`src/rtl/elbeth_load_store_unit.sv`:
```
// Memory-stage load/store unit: pipeline byte/half/word ops to dmem_* handshake with extend and faults.
// Latency k+1 cycles (ready in ACCESS cycle k); misaligned ops complete in 1; pipeline stalled while busy.
module elbeth_load_store_unit #(
    parameter int TIMEOUT_CYCLES = 16
) (
    input  logic        clk,
    input  logic        rst,
    input  logic        ls_valid,
    input  logic        ls_write,
    input  logic [2:0]  ls_op,
    input  logic [31:0] ls_addr,
    input  logic [31:0] ls_wdata,
    output logic        ls_stall,
    output logic        ls_done,
    output logic [31:0] ls_rdata,
    output logic        ls_except,
    output logic [3:0]  ls_except_src,
    output logic        dmem_en,
    output logic [31:0] dmem_addr,
    output logic [31:0] dmem_out_data,
    output logic [3:0]  dmem_rw,
    input  logic [31:0] dmem_in_data,
    input  logic        dmem_ready,
    input  logic        dmem_except,
    input  logic [3:0]  dmem_except_src
);

    localparam int CW = $clog2(TIMEOUT_CYCLES + 1);
    localparam logic [CW-1:0] CNT_LAST = CW'(TIMEOUT_CYCLES - 1);

    localparam logic [1:0] ST_IDLE   = 2'd0;
    localparam logic [1:0] ST_ACCESS = 2'd1;
    localparam logic [1:0] ST_RESP   = 2'd2;

    logic [1:0]    state_q, state_d;
    logic [CW-1:0] cnt_q, cnt_d;
    logic          write_q, write_d;
    logic [1:0]    size_q, size_d;
    logic          unsigned_q, unsigned_d;
    logic [1:0]    lo_q, lo_d;
    logic          dmem_en_q, dmem_en_d;
    logic [31:0]   dmem_addr_q, dmem_addr_d;
    logic [31:0]   dmem_out_q, dmem_out_d;
    logic [3:0]    dmem_rw_q, dmem_rw_d;
    logic [31:0]   rdata_q, rdata_d;
    logic          except_q, except_d;
    logic [3:0]    src_q, src_d;

    // Size code: 00 byte, 01 half, 1x word (reserved funct3 values fall into word).
    logic [1:0]  req_size;
    logic        req_misaligned;
    logic [3:0]  req_rw;
    logic [31:0] req_out;

    always_comb begin
        req_size       = ls_op[1:0];
        req_misaligned = (req_size == 2'b01 && ls_addr[0]) ||
                         (req_size[1] && ls_addr[1:0] != 2'b00);
        case (req_size)
            2'b00: begin
                req_rw  = 4'b0001 << ls_addr[1:0];
                req_out = {4{ls_wdata[7:0]}};
            end
            2'b01: begin
                req_rw  = 4'b0011 << {ls_addr[1], 1'b0};
                req_out = {2{ls_wdata[15:0]}};
            end
            default: begin
                req_rw  = 4'b1111;
                req_out = ls_wdata;
            end
        endcase
    end

    logic [7:0]  byte_sel;
    logic [15:0] half_sel;
    logic [31:0] load_val;

    always_comb begin
        byte_sel = 8'(dmem_in_data >> {lo_q, 3'b000});
        half_sel = 16'(dmem_in_data >> {lo_q[1], 4'b0000});
        case (size_q)
            2'b00:   load_val = unsigned_q ? {24'b0, byte_sel} : {{24{byte_sel[7]}}, byte_sel};
            2'b01:   load_val = unsigned_q ? {16'b0, half_sel} : {{16{half_sel[15]}}, half_sel};
            default: load_val = dmem_in_data;
        endcase
    end

    always_comb begin
        state_d     = state_q;
        cnt_d       = cnt_q;
        write_d     = write_q;
        size_d      = size_q;
        unsigned_d  = unsigned_q;
        lo_d        = lo_q;
        dmem_en_d   = dmem_en_q;
        dmem_addr_d = dmem_addr_q;
        dmem_out_d  = dmem_out_q;
        dmem_rw_d   = dmem_rw_q;
        rdata_d     = rdata_q;
        except_d    = except_q;
        src_d       = src_q;
        case (state_q)
            ST_IDLE: begin
                if (ls_valid) begin
                    rdata_d    = 32'b0;
                    except_d   = 1'b0;
                    src_d      = 4'h0;
                    write_d    = ls_write;
                    size_d     = req_size;
                    unsigned_d = ls_op[2];
                    lo_d       = ls_addr[1:0];
                    if (req_misaligned) begin
                        except_d = 1'b1;
                        src_d    = ls_write ? 4'h6 : 4'h4;
                        state_d  = ST_RESP;
                    end else begin
                        dmem_en_d   = 1'b1;
                        dmem_addr_d = {ls_addr[31:2], 2'b00};
                        dmem_rw_d   = ls_write ? req_rw : 4'b0000;
                        dmem_out_d  = ls_write ? req_out : 32'b0;
                        cnt_d       = '0;
                        state_d     = ST_ACCESS;
                    end
                end
            end
            ST_ACCESS: begin
                cnt_d = cnt_q + 1'b1;
                if (dmem_except) begin
                    except_d = 1'b1;
                    src_d    = dmem_except_src;
                    state_d  = ST_RESP;
                end else if (dmem_ready) begin
                    if (!write_q) rdata_d = load_val;
                    state_d = ST_RESP;
                end else if (cnt_q == CNT_LAST) begin
                    except_d = 1'b1;
                    src_d    = write_q ? 4'h7 : 4'h5;
                    state_d  = ST_RESP;
                end
                if (state_d == ST_RESP) begin
                    dmem_en_d = 1'b0;
                    dmem_rw_d = 4'b0000;
                end
            end
            ST_RESP: state_d = ST_IDLE;
            default: state_d = ST_IDLE;
        endcase
    end

    always_ff @(posedge clk) begin
        if (rst) begin
            state_q     <= ST_IDLE;
            cnt_q       <= '0;
            write_q     <= 1'b0;
            size_q      <= 2'b00;
            unsigned_q  <= 1'b0;
            lo_q        <= 2'b00;
            dmem_en_q   <= 1'b0;
            dmem_addr_q <= 32'b0;
            dmem_out_q  <= 32'b0;
            dmem_rw_q   <= 4'b0000;
            rdata_q     <= 32'b0;
            except_q    <= 1'b0;
            src_q       <= 4'h0;
        end else begin
            state_q     <= state_d;
            cnt_q       <= cnt_d;
            write_q     <= write_d;
            size_q      <= size_d;
            unsigned_q  <= unsigned_d;
            lo_q        <= lo_d;
            dmem_en_q   <= dmem_en_d;
            dmem_addr_q <= dmem_addr_d;
            dmem_out_q  <= dmem_out_d;
            dmem_rw_q   <= dmem_rw_d;
            rdata_q     <= rdata_d;
            except_q    <= except_d;
            src_q       <= src_d;
        end
    end

    assign ls_stall      = (state_q == ST_IDLE && ls_valid) || (state_q == ST_ACCESS);
    assign ls_done       = (state_q == ST_RESP);
    assign ls_rdata      = rdata_q;
    assign ls_except     = except_q;
    assign ls_except_src = src_q;
    assign dmem_en       = dmem_en_q;
    assign dmem_addr     = dmem_addr_q;
    assign dmem_out_data = dmem_out_q;
    assign dmem_rw       = dmem_rw_q;

endmodule
```
`config.mk`:
```
export PLATFORM = sky130hd
export DESIGN_NAME = elbeth_load_store_unit
export DESIGN_NICKNAME = d
export VERILOG_FILES = /design/src/rtl/elbeth_load_store_unit.sv
export SDC_FILE = /design/constraint.sdc
export NUM_CORES = 1
export LEC_CHECK = 0
export CORE_UTILIZATION = 40
export CTS_CLUSTER_SIZE = 28
export DETAILED_ROUTE_END_ITERATION = 10
export HOLD_SLACK_MARGIN = 0.06
export PLACE_DENSITY = 0.79
export RECOVER_POWER = 50
export SYNTH_ARGS = -nofsm -noshare
export SYNTH_HDL_FRONTEND = slang
export SYNTH_SLANG_ARGS = --single-unit
```
`constraint.sdc`:
```
create_clock -name clk -period 3.5 [get_ports clk]
set_input_delay 0.525 -clock clk [delete_from_list [all_inputs] [get_ports clk]]
set_output_delay 0.525 -clock clk [all_outputs]
set_load 0.02 [all_outputs]
```
# ---- Yosys cells after proc, flatten, opt, wreduce, memory -nomap -nowiden
# Cells that the tools add are included.
# Widths: inputs -> output; s select.
dict set report word_totals {
  out_inout_bits 108
  memories 0
  romBits 0
  ff_bits 117
  inputBits 109
  word_cells 93
  latchBits 0
  mem_bits_rw 0
}
dict set report op_classes {
  n_reduce_logical 16
  n_lt_le_gt_ge 0
  eq_ne 14
  shifts 4
  bitwise_logic 1
  addsub 1
  mul 0
  div 0
  muxes 44
}
# op n
set op_table {}
lappend op_table {{$mux 32} 7}
lappend op_table {{$pmux 32 s2} 3}
lappend op_table {{$mux 4} 8}
lappend op_table {{$shr 32x5->16} 1}
lappend op_table {{$shr 32x5->8} 1}
lappend op_table {{$pmux 4 s2} 3}
lappend op_table {{$mux 2} 8}
lappend op_table {{$ne 2x2->1 const B} 6}
lappend op_table {{$mux 5} 2}
lappend op_table {{$pmux 5 s2} 1}
lappend op_table {{$mux 1} 8}
lappend op_table {{$reduce_and 4->1} 2}
lappend op_table {{$eq 2x1->1 const B} 3}
lappend op_table {{$logic_not 2->1} 3}
lappend op_table {{$ne 3x3->1 const B} 2}
lappend op_table {{$reduce_and 3->1} 2}
lappend op_table {{$add 5x1->5 const B} 1}
lappend op_table {{$eq 5x4->1 const B} 1}
lappend op_table {{$reduce_and 5->1} 1}
lappend op_table {{$eq 2x2->1 const B} 2}
lappend op_table {{$pmux 1 s2} 2}
lappend op_table {{$pmux 2 s2} 1}
lappend op_table {{$reduce_bool 2->1} 2}
lappend op_table {{$shl 1x2->4 const A} 1}
lappend op_table {{6 further kinds} 9}

# ---- Logic depth before layout (Yosys ltp)
dict set report depth {
  depth_word 8
  ltp_mapped 7
  ltp_nobuf 7
}

# ---- Worst setup path after synthesis
# OpenSTA, ideal clock, no wires.
dict set report synth_path {
  path_type {input port to output port}
  start {input ls_valid}
  end {output ls_stall}
  path_slack_ns 1.590
  required_ns 2.975
  cell_stages 3
  t_arrival_ns 1.385
  cell_sequence {nor3b_1 > buf_2 > nand2b_1}
}
dict set report synth_via {
  elab_chain_cells 2
}
# item line
set synth_lines {}
lappend synth_lines {{start, declared} 8} ;# input logic ls_valid,
lappend synth_lines {{$logic_and 1x1->1} 183} ;# assign ls_stall = (state_q == ST_IDLE && ls_valid) || (state_q == ST_ACCESS);
lappend synth_lines {{$logic_or 1x1->1} 183}
lappend synth_lines {{end, declared} 13} ;# output logic ls_stall,
# No other way between the ends.

# ---- Final worst setup path
# Ends and elaborated chain as after synthesis.

==> flow_summary.ini <==
[final_layout]
syn_to_final_growth_pct = 56.4
ff_latch_area_sq_um = 2340
fin_nets = 892
n_antenna_cell = 0
multiInputGateArea_sq_um = 2520
drive_gt1_frac = 0.0831
fillers = 1006

[min_path]
worstHoldPathType = register to register
hp-start = dmem_out_data[4]$_SDFFE_PP0P_
hold_depth = 2
hold_end = dmem_out_data[4]$_SDFFE_PP0P_

[grt]
track_usage = 0.253
grt_max_degree = 44
grt_overflow = 0
antenna_found_initial = 0
grt_pass1_wl_mm = 25.6
first_global_vias = 5119

[sta]
tns_ns = 0
setup_slack_ns = 0.448
worstMarginPinSlew_ns = 1.16
slew_headroom = 0.217
hold_viol = 0
skew_ns = 0.00595
max_freq_mhz = 328
period_share = 0.872
period_minus_slack_ns = 3.05
setup_viol = 0
rsz0062_at_grt = false
slew_violations = 0

[clock_tree]
clk_latency_ns = 0.41
clkTransAtPathRegs_ns = 0.06
ctsHoldBuffers = 0
cts.repair.resized = 0
cts-htree-levels = 4
post_cts_buffers = 0
root_buffer = clkbuf_16
cts_buffers = 17
cts.sink_count = 117
clockBufferDepth = 2
cts_tree = done

[pwr]
power_leakage_nw = 3.24
powerDensity_nw_per_um2 = 488
p_total_mw = 3.89
irDropWorstVdd_mv = 0.411

[logic_synthesis]
synth.top_cell.area_share = 0.459
syn_area_sq_um = 5100
synth_largest_area_cell = dfxtp_1
synth_edf_count = 0
ys_top_cells_by_area = dfxtp_1 46%, nand2_1 8.7%, a21oi_1 7.8%, mux2i_1 4.3%, mux2_2 3.8%
ys.flop_type = dfxtp_1
synth_cells = 586
yosysWarnings = 0
synthArstFlopShare = 0
avgSynthCellArea_sq_um = 8.71
ys_ff_latch = 117
synthDistinctLibCells = 49
yosysSeqAreaShare = 0.459

[drt]
drt_first_pass_iters = 6
drt-initial-drc-count = 430
via_per_inst = 5.48
wl_mm = 16.5
drc = 0
wl_per_cell_um = 17.2
ant_nets = 0
vias = 5269

[floorplan]
dieWidth_um = 115
ios = 217
dieArea_sq_um = 13200
die_y_um = 115
rows = 40
start_util = 0.418
core_area_sq_um = 12200

[worst_setup_path]
reg2reg_from = state_q[0]$_SDFFE_PP0N_
critPathSlowestCell = clkdlybuf4s50_1
cp-end-kind = output port
rr_worst_depth = 6
slowest_delay_ns = 0.62
cp_cell_sequence = dlygate4sd3_1 -> nor3b_1 -> clkbuf_1 -> nand2b_1 -> clkdlybuf4s50_1
timing_worst_setup_path_type = input pin to output port
crit_buf_inv = 3
critPathLaunchType = input pin
cpLargestDelayFamily = buffers and inverters
r2r_end = dmem_out_data[23]$_SDFFE_PP0P_
setup.reg_to_reg.worst_slack_ns = 0.94
cp.required_ns = 2.97
critPathMaxFanout = 5
arrival_ns = 2.53

[placement]
hpwlAfterDp_mm = 11.7
post-place-ws_ns = 0.686
io_buffers = 214
place_congestion = 0.844

[outcome]
outcome = finished clean

[run]
drv_cap = 0
report_power, final:
group          switching (mW)  internal [mW]  total (mW)  leakage, nW
combinational           0.301          0.276       0.577         1.98
sequential             0.0427           1.38        1.42        0.950
clock                   0.682           1.21        1.89        0.308
worst reg2reg max path: cells and delay by family (launching register included):
kind	cells	cell delay, ns
AO/OA/AOI/OAI	1	0.07
AND/OR/NAND/NOR	3	1.19
flip-flops	1	0.36
buffers and inverters	2	0.82
cells in the final DEF, fill, tap and decap left out, drive strengths merged, types with 10 or more instances in the layout:
cell           instances
inv                   12
dfxtp                117
o21ai                 15
a21oi                 79
mux2i                 22
nor2b                 10
nand2b                14
clkdlybuf4s50        115
a221o                 16
o2111ai               16
a32o                  11
clkbuf                20
nor2                  19
buf                   11
nand2                118
mux2                  17
dlygate4sd3           98
nand3                 20
Yosys cell counts (12+ instances only):
cell,instances
a21oi_1,79
a221o_1,16
buf_2,12
clkbuf_1,33
dfxtp_1,117
mux2_2,17
mux2i_1,22
nand2_1,118
nand2b_1,14
nand3_1,20
nor2_1,19
o2111ai_1,16
o21ai_0,14
flip-flops by register name, indices dropped and copies added (netlist names), 2 cells and up:
signal,cells
cnt_q,5
dmem_addr,30
dmem_out_data,32
dmem_rw,4
lo_q,2
ls_except_src,4
ls_rdata,32
size_q,2
state_q,2
routing by layer:
layer,share of wire,GRT usage
met1,0.39,0.283
met4,0.025,0.106
met2,0.48,0.420
met3,0.11,0.111
met5,0,0
how the worst max path moves through the flow:
stage / startpoint / endpoint / slack (ns) / cells past startpoint
2_1_floorplan: ls_valid / ls_stall / 1.59 / 3
3_3_place_gp: ls_valid / dmem_addr[29]$_SDFFE_PP0P_ / 0.73 / 7
3_5_place_dp: ls_valid / dmem_out_data[23]$_SDFFE_PP0P_ / 0.69 / 7
4_1_cts: ls_valid / ls_stall / 0.77 / 5
5_1_grt: ls_valid / ls_stall / 0.35 / 5
6_report: ls_valid / ls_stall / 0.45 / 5
logic make-up (layout without fill, tap and decap cells):
family | Yosys count | in the layout | synth area share
buffers and inverters | 60 | 267 | 0.0503
multiplexers | 39 | 39 | 0.0807
AO/OA/AOI/OAI | 166 | 166 | 0.223
XOR/XNOR | 1 | 1 | 0.00172
adder cells (fa/ha/maj) | 2 | 2 | 0.00490
flip-flops | 117 | 117 | 0.459
other | 1 | 2 | 0.000735
AND/OR/NAND/NOR | 200 | 200 | 0.179
metrics by stage:
stage / hold WS [ns] / cells / area [sq um] / utilization
2_1_floorplan: 0.451 / 587 / 5100 / -
3_3_place_gp: 0.439 / 930 / 7350 / 0.602
3_5_place_dp: 0.444 / 930 / 7350 / 0.602
4_1_cts: 0.451 / 962 / 8000 / 0.655
5_1_grt: 0.471 / 962 / 7980 / 0.653
6_report: 0.447 / 962 / 7980 / 0.653
layout make-up:
class | count | share of cell area
flip-flops and latches | 117 | 0.294
multi-input cells | 410 | 0.315
inverters | 8 | 0.00376
clock buffers | 17 | 0.0533
clock inverters | 15 | 0.0274
well taps | 168 | 0.0263
repair buffers | 227 | 0.280
(Power assumes the default switching activity.)
